## src/rtl/serial_recv.sv

```systemverilog
// 8N1 serial receiver: 2-flop synchronized line, mid-bit sampling, VALID/FRAME_ERR pulses.
// Latency falling edge -> VALID ~ 3 + ((WAIT_DIV-1)/2+1) + 9*WAIT_DIV cycles; no backpressure, bytes are never held off.
module serial_recv #(
  parameter int WAIT_DIV = 868
) (
  input  logic       CLK,
  input  logic       RST,
  input  logic       DATA_IN,
  output logic [7:0] DATA_OUT,
  output logic       VALID,
  output logic       FRAME_ERR,
  output logic       BUSY
);

  localparam int CW = $clog2(WAIT_DIV);
  localparam logic [CW-1:0] LAST = CW'(WAIT_DIV - 1);
  localparam logic [CW-1:0] HALF = CW'((WAIT_DIV - 1) / 2);

  typedef enum logic [2:0] {
    ST_IDLE,
    ST_START,
    ST_DATA,
    ST_STOP,
    ST_BREAK
  } state_t;

  state_t        state;
  logic [CW-1:0] cnt;
  logic [2:0]    idx;
  logic [7:0]    sr;
  logic          sync1;
  logic          rx_s;
  logic          rx_d;

  // Flops reset high so release into an idle line never looks like a falling edge.
  always_ff @(posedge CLK or negedge RST) begin
    if (!RST) begin
      sync1 <= 1'b1;
      rx_s  <= 1'b1;
      rx_d  <= 1'b1;
    end else begin
      sync1 <= DATA_IN;
      rx_s  <= sync1;
      rx_d  <= rx_s;
    end
  end

  always_ff @(posedge CLK or negedge RST) begin
    if (!RST) begin
      state     <= ST_IDLE;
      cnt       <= '0;
      idx       <= 3'd0;
      sr        <= 8'h00;
      DATA_OUT  <= 8'h00;
      VALID     <= 1'b0;
      FRAME_ERR <= 1'b0;
    end else begin
      VALID     <= 1'b0;
      FRAME_ERR <= 1'b0;
      case (state)
        ST_IDLE: begin
          cnt <= '0;
          if (rx_d && !rx_s) state <= ST_START;
        end
        ST_START: begin
          if (cnt == HALF) begin
            cnt <= '0;
            idx <= 3'd0;
            state <= rx_s ? ST_IDLE : ST_DATA;
          end else begin
            cnt <= cnt + 1'b1;
          end
        end
        ST_DATA: begin
          if (cnt == LAST) begin
            cnt <= '0;
            sr  <= {rx_s, sr[7:1]};
            if (idx == 3'd7) state <= ST_STOP;
            else             idx   <= idx + 3'd1;
          end else begin
            cnt <= cnt + 1'b1;
          end
        end
        ST_STOP: begin
          if (cnt == LAST) begin
            cnt <= '0;
            if (rx_s) begin
              DATA_OUT <= sr;
              VALID    <= 1'b1;
              state    <= ST_IDLE;
            end else begin
              FRAME_ERR <= 1'b1;
              state     <= ST_BREAK;
            end
          end else begin
            cnt <= cnt + 1'b1;
          end
        end
        ST_BREAK: begin
          // A line stuck low yields a single FRAME_ERR; wait for it to return high.
          if (rx_s) state <= ST_IDLE;
        end
        default: state <= ST_IDLE;
      endcase
    end
  end

  assign BUSY = (state != ST_IDLE);

endmodule

```

## config.mk

```make
export PLATFORM = sky130hd
export DESIGN_NAME = serial_recv
export DESIGN_NICKNAME = d
export VERILOG_FILES = /design/src/rtl/serial_recv.sv
export SDC_FILE = /design/constraint.sdc
export NUM_CORES = 1
export LEC_CHECK = 0
export CAP_MARGIN = 40
export CELL_PAD_IN_SITES_DETAIL_PLACEMENT = 1
export CELL_PAD_IN_SITES_GLOBAL_PLACEMENT = 1
export CORE_MARGIN = 5
export CORE_UTILIZATION = 41
export DETAILED_ROUTE_END_ITERATION = 10
export PLACE_DENSITY = 0.7
export SYNTH_ARGS = -nofsm -noshare
export SYNTH_HDL_FRONTEND = slang
export SYNTH_SLANG_ARGS = --single-unit
export TNS_END_PERCENT = 5
```

## constraint.sdc

```tcl
create_clock -name CLK -period 2 [get_ports CLK]
set_input_delay 0.4 -clock CLK [delete_from_list [all_inputs] [get_ports CLK]]
set_output_delay 0.4 -clock CLK [all_outputs]
set_load 0.02 [all_outputs]
```

==> impl_metrics.json, run 1 <==
{
  "drv_slew": 0,
  "yosys_warnings": 0,
  "grt_pass1_wl_microns": 7210,
  "ioPinCount": 14,
  "setup_tns_ns": 0,
  "synth_nets": 167,
  "die_area_sq_um": 5891,
  "final.min_clock_period_ns": 1.894,
  "ys_seq_area_share_pct": 50.89,
  "clk_pin_slew_ns": 0.07,
  "syn_avg_cell_area_sq_um": 11.42,
  "wl_per_cell_microns": 17.92,
  "clock_latency_ns": 0.28,
  "tritoncts": "built",
  "cts_sinks": 37,
  "timing.rr.end": "DATA_OUT[1]$_DFFE_PN0P_",
  "dieHeight_microns": 76.75,
  "grt_pass1_vias": 1463,
  "worst_setup_path_end_kind": "output port",
  "setup_viol": 0,
  "placed_cell_area_sq_um": 2054,
  "grt_overflow": 0,
  "max_clock_freq_ghz": 0.5281,
  "globalplace.congestion": 0.8077,
  "grt_usage_pct": 15.04,
  "synth_cell_type_count": 46,
  "vias_per_cell": 5.651,
  "cts_root_buffer": "clkbuf_8",
  "post-route-cell-area_sq_um": 2185,
  "power.density_nw_per_um2": 839.3,
  "hpwl_microns": 2920,
  "synth-edff-count": 0,
  "crit_type": "reg -> out",
  "num_rows": 24,
  "min_path_type": "in -> async",
  "syn_to_final_growth_pct": 19.59,
  "reg2reg_depth": 5,
  "clock_path_buffers": 2,
  "use_met2_pct": 24.79,
  "syn_inst": 160,
  "r2r-start": "cnt[0]$_DFFE_PN0P_",
  "nNetsFinal": 192,
  "startpoint_type": "flip-flop",
  "required_ns": 1.60,
  "fin_skew_ns": 0.004396,
  "rsz0062_at_grt": "no",
  "postRouteAntennaNets": 0,
  "hold_slack_ns": 0.1550,
  "drc": 0,
  "cts_hold_buf": 0,
  "p_leak_nw": 0.9915,
  "first_pass_iters": 4,
  "yosys_most_used_dff": "dfrtp_1",
  "hold_viol": 0,
  "slew_headroom_pct": 67.71,
  "peakVddDrop_mv": 0.4481,
  "status": "finished, final reports clean",
  "diodes": 0,
  "fin_crit_sh_pct": 94.68,
  "start_util_pct": 42.25,
  "critPathArrivalTime_ns": 1.49,
  "routed_wl_microns": 4265,
  "cap_violations": 0,
  "grt_max_degree": 38,
  "rrSetupSlack_ns": 0.13,
  "ys_ff_latch": 37,
  "die_width_microns": 76.75,
  "drive_gt1_share_pct": 29.57,
  "core_sq_um": 4324,
  "critPathMaxFanout": 8,
  "htreeDepth": 2,
  "layout_setup_ws_ns": 0.1064,
  "numPortBuffers": 13,
  "numCtsBuffers": 5,
  "vias": 1345,
  "power_mw": 1.834,
  "gr-usage-met3_pct": 2.810,
  "tightestPinTransition_ns": 0.4844,
  "synth-async-reset-ratio_pct": 100.0,
  "top_usage_layer": "met2",
  "drt_iter0_drc": 52,
  "netlist_area_sq_um": 1827,
  "pre_cts_ws_ns": 0.09270,
  "grt.met1_usage_pct": 19.23,
  "grt_antenna_before_repair": 0,
  "post_cts_buffers": 0
}
[synthesized netlist by cell type (all sizes together) (3+ instances only)]
library cell	number	area, sq um
dfrtp	34	850.8
nor2	4	15.01
mux2	17	221.5
nand3	4	20.02
o21ai	10	50.04
nor3	4	20.02
nor3b	3	33.78
a31oi	4	25.02
nand2	15	58.81
clkbuf	4	16.26
dfstp	3	78.83
and2	5	36.29
o22ai	4	25.02
a21oi	4	20.02
ha	4	50.05
buf	4	36.28
and3	3	18.77
inv	9	33.78
a22oi	3	22.52
[cells by family (layout without fill, tap and decap cells)]
family	count (synthesis)	after routing	share of synthesized area, %
flops	37	37	50.89
compound gates	32	32	11.16
simple gates	50	51	16.78
fa+ha+maj	4	4	2.740
mux	19	19	13.22
xor+xnor	1	1	0.4795
buf+inv	17	42	4.725
[placed cells by master (no fill, tap or decap), drive strengths merged, types with 5 or more instances in the layout]
cell type and n:
clkdlybuf4s50 11, nand2 15, inv 9, and2 5, o21ai 10, mux2 17, dfrtp 34, buf 13
clkbuf 6
[worst max-delay path, stage by stage, from the launching register on]
cell and delay (ns):
dfrtp_1 0.48, or3_1 0.41, dlygate4sd2_1 0.33
[final cells by class]
| type | instances | area (sq um) |
|---|---|---|
| clock inverter | 2 | 35.03 |
| fill | 489 | 2140 |
| inverter | 9 | 33.78 |
| clock buffer | 6 | 72.57 |
| timing repair buffer | 25 | 214.0 |
| tap | 52 | 65.06 |
| sequential | 37 | 929.6 |
| multi-input combinational | 107 | 834.6 |
[how the worst max path moves through the flow]
stage,start,to,cells after the start
after floorplan,cnt[0]$_DFFE_PN0P_,DATA_OUT[0]$_DFFE_PN0P_,7
after global placement,cnt[0]$_DFFE_PN0P_,DATA_OUT[6]$_DFFE_PN0P_,5
after detailed placement,cnt[0]$_DFFE_PN0P_,sr[5]$_DFFE_PN0P_,6
after CTS,cnt[0]$_DFFE_PN0P_,sr[5]$_DFFE_PN0P_,6
after global routing,cnt[0]$_DFFE_PN0P_,DATA_OUT[1]$_DFFE_PN0P_,5
final,state[2]$_DFFE_PN0P_,BUSY,2
[per-layer routing]
layer	share of wire (%)	vias up
met1	47	685
met4	2.4	0
met5	0	-
li1	-	623
met2	48	25
met3	3.1	12
[what timing repair did]
action,CTS,global route
resized for setup,1,4
pin swaps,0,1
gates cloned,0,1
endpoints found under the setup margin,1,15
[report_power, final]
| group | switching, mW | total (mW) | internal [mW] |
|---|---|---|---|
| Clock | 0.258 | 0.628 | 0.370 |
| Sequential | 0.0890 | 0.909 | 0.820 |
| Combinational | 0.170 | 0.296 | 0.126 |
| Total | 0.517 | 1.83 | 1.32 |
[registers in the layout (all words and copies together) (netlist names)]
register	flops
state	3
sync1	1
FRAME_ERR	1
idx	3
rx_s	1
sr	8
rx_d	1
cnt	10
VALID	1
DATA_OUT	8
[metrics by stage]
stage	util, %	std cells
after global placement	47.51	229
after CTS	49.97	237
after detailed placement	47.51	229
final	50.52	238
after global routing	50.52	238
after floorplan	-	160
(Power assumes the default switching activity.)
==> run 2, diff against run 1 <==
Settings changed: SLEW_MARGIN from default to 20.
==> results of run 2 <==
Same layout as run 1: the final DEF is identical, and so are final timing and power.
==> run 3, diff against run 2 <==
Settings changed: ABC_AREA from default to 1, CORE_UTILIZATION 41 to 39, REMOVE_ABC_BUFFERS from default to 1.
==> run 3 against run 2 <==
  * Global-route usage shrank 0.53 points
  * Via count grew 4.2%
  * Non-clock buffer count shrank 10
  * Total power grew 18%
  * Register-to-register slack gained 0.23 ns
  * Synthesized cell count grew 34%
  * Synthesized area grew 0.68%
  * Setup slack gained 0.032 ns
  * Clock skew grew 0.0023 ns
  * Cell area shrank 2.9%
==> impl_metrics.json, run 3 <==
{
  "slew_headroom_pct": 68.79,
  "worstPathCellList": "nor2_2 > nand2_1 > clkdlybuf4s50_1",
  "tightestPinTransition_ns": 0.4681,
  "grt_pass1_vias": 1513,
  "synth_top_cell_area_share_pct": 46.26,
  "die_area_sq_um": 6190,
  "core_sq_um": 4661,
  "clock_path_buffers": 2,
  "clk_pin_slew_ns": 0.08,
  "synth_top_family_by_area": "simple AND/OR/NAND/NOR gates",
  "first_pass_iters": 4,
  "synth-edff-count": 0,
  "critPathMaxFanout": 4,
  "cts_sinks": 37,
  "synth_cell_type_count": 23,
  "drt_iter0_drc": 90,
  "grt_overflow": 0,
  "critPathArrivalTime_ns": 1.46,
  "grt_antenna_before_repair": 0,
  "timing.rr.end": "cnt[0]$_DFFE_PN0P_",
  "numCtsBuffers": 5,
  "status": "finished, final reports clean",
  "globalplace.congestion": 0.7520,
  "min_path_type": "in -> async",
  "fin_skew_ns": 0.006727,
  "fill_cells": 565,
  "synth_top_cells_by_count": "nand2_1, dfrtp_1, inv_1",
  "final.min_clock_period_ns": 1.862,
  "numPortBuffers": 13,
  "syn_avg_cell_area_sq_um": 8.555,
  "synthMuxAreaShare_pct": 0,
  "ys_ff_latch": 37,
  "syn_to_final_growth_pct": 15.31,
  "hpwl_microns": 2810,
  "power.density_nw_per_um2": 1019,
  "multi_input_area_sq_um": 755.7,
  "grt_max_degree": 38,
  "ys_seq_area_share_pct": 50.54,
  "num_rows": 25,
  "clock_latency_ns": 0.29,
  "hold_viol": 0,
  "fin_crit_sh_pct": 93.08,
  "rrSetupSlack_ns": 0.36,
  "crit_path_start": "state[0]$_DFFE_PN0P_",
  "largest_register": "cnt",
  "wl_per_cell_microns": 13.13,
  "drc": 0,
  "crit_end": "BUSY",
  "pre_cts_ws_ns": 0.3499,
  "reg2reg_depth": 8,
  "ioPinCount": 14,
  "stdcell_count": 289,
  "hold_slack_ns": 0.1486,
  "vias_per_cell": 4.851,
  "mostFrequentLayoutCells": "nand2_1, dfrtp_1, inv_1, nor2_1, clkdlybuf4s50_1",
  "p_leak_nw": 1.036,
  "crit_path_top_delay_cell": "clkdlybuf4s50_1",
  "drive_gt1_share_pct": 17.02,
  "final_common_cell": "nand2_1",
  "yosysMostFrequentCell": "nand2_1",
  "cap_violations": 0,
  "top_regs": "cnt: 10 flops, DATA_OUT: 8 flops, sr: 8 flops",
  "vias": 1402,
  "drv_slew": 0,
  "synthXorXnorAreaFrac_pct": 3.810,
  "setup_tns_ns": 0,
  "yosys_most_used_dff": "dfrtp_1",
  "tritoncts": "built",
  "htreeDepth": 2,
  "max_clock_freq_ghz": 0.5372,
  "cts_root_buffer": "clkbuf_8",
  "cts-resized-gates": 0,
  "crit_type": "reg -> out",
  "startpoint_type": "flip-flop",
  "die_width_microns": 78.68,
  "synth_area_leader_cell": "dfrtp_1",
  "dieHeight_microns": 78.68,
  "post_cts_buffers": 0,
  "synth_area_leaders": "dfrtp_1, nand2_1, inv_1",
  "diodes": 0,
  "power_mw": 2.161,
  "netlist_area_sq_um": 1839,
  "synth_fa_ha_area_share_pct": 2.721,
  "rsz0062_at_grt": "no",
  "grt_usage_pct": 14.51,
  "nNetsFinal": 241,
  "synth-async-reset-ratio_pct": 100.0,
  "required_ns": 1.60,
  "synth_compound_area_share_pct": 7.075,
  "grt_pass1_wl_microns": 6996,
  "cts_hold_buf": 0,
  "peakVddDrop_mv": 0.4491,
  "worst_setup_path_end_kind": "output port",
  "routed_wl_microns": 3796,
  "dp.cells": 281,
  "register_area_sq_um": 929.6,
  "largest_reg_flops": 10,
  "r2r-start": "cnt[1]$_DFFE_PN0P_",
  "layout_setup_ws_ns": 0.1385,
  "synthSimpleGateAreaFrac_pct": 27.48,
  "setup_viol": 0,
  "postRouteAntennaNets": 0,
  "syn_inst": 215,
  "start_util_pct": 39.46,
  "critPathMaxStageDelay_ns": 0.53,
  "yosys_warnings": 0
}
## run 3: cell count changes in the layout (fill, tap and decap cells not counted), sizes merged, moves of 4 or more
cell   delta
nand2    +50
inv      +23
nor2     +21
mux2     -17
buf      -10
o21ai    +10
nand3     +8
and2      -5
nand4     +5
xor2      +5
a21oi     -4
a31oi     -4
o22ai     -4
## run 3: report_power, final
| group | internal [mW] | switching [mW] | total, mW |
|---|---|---|---|
| Sequential | 0.814 | 0.0746 | 0.889 |
| Combinational | 0.206 | 0.431 | 0.637 |
| Clock | 0.370 | 0.266 | 0.636 |
| Total | 1.39 | 0.771 | 2.16 |
## run 3: stage by stage
| stage | util (%) | area, sq um |
|---|---|---|
| CTS | 45.50 | 2121 |
| finish | 45.50 | 2121 |
| global placement | 43.19 | 2013 |
| detailed placement | 43.19 | 2013 |
| floorplan | - | 1805 |
| global route | 45.50 | 2121 |
## run 3: cell families (layout without fill, tap and decap cells)
kind of cell | Yosys count | after routing
DFF | 37 | 37
xor gates and xnor gates | 8 | 8
AOI/OAI and AO/OA | 20 | 20
buffers and inverters | 35 | 55
and+or+nand+nor | 111 | 111
adders and majority gates | 4 | 4
## run 3: routing by layer
layer	track usage, %	share of wire, %
met1	18.24	47
met2	23.94	48
met3	4.128	3.0
met4	4.720	1.5
met5	0	0
## run 3: worst min-delay path by stage
stage / from / end / slack, ns
global placement: sync1$_DFF_PN1_ / rx_s$_DFF_PN1_ / 0.35
detailed placement: sync1$_DFF_PN1_ / rx_s$_DFF_PN1_ / 0.35
finish: RST / cnt[9]$_DFFE_PN0P_ / 0.15
global route: RST / cnt[9]$_DFFE_PN0P_ / 0.20
CTS: RST / cnt[9]$_DFFE_PN0P_ / 0.17
floorplan: RST / DATA_OUT[0]$_DFFE_PN0P_ / 0.10
## run 3: area by class of cell
class | instances | area share, %
Tap cell | 54 | 3.186
Sequential cell | 37 | 43.83
Timing Repair Buffer | 15 | 6.608
Clock inverter | 2 | 1.652
Multi-Input combinational cell | 143 | 35.63
Clock buffer | 6 | 3.422
Inverter | 32 | 5.664
## run 3: worst max-delay path, delay by kind of cell, from the launching register on
family | cells | cell delay [ns]
buffers and inverters | 1 | 0.53
and+or+nand+nor | 2 | 0.23
DFF | 1 | 0.42
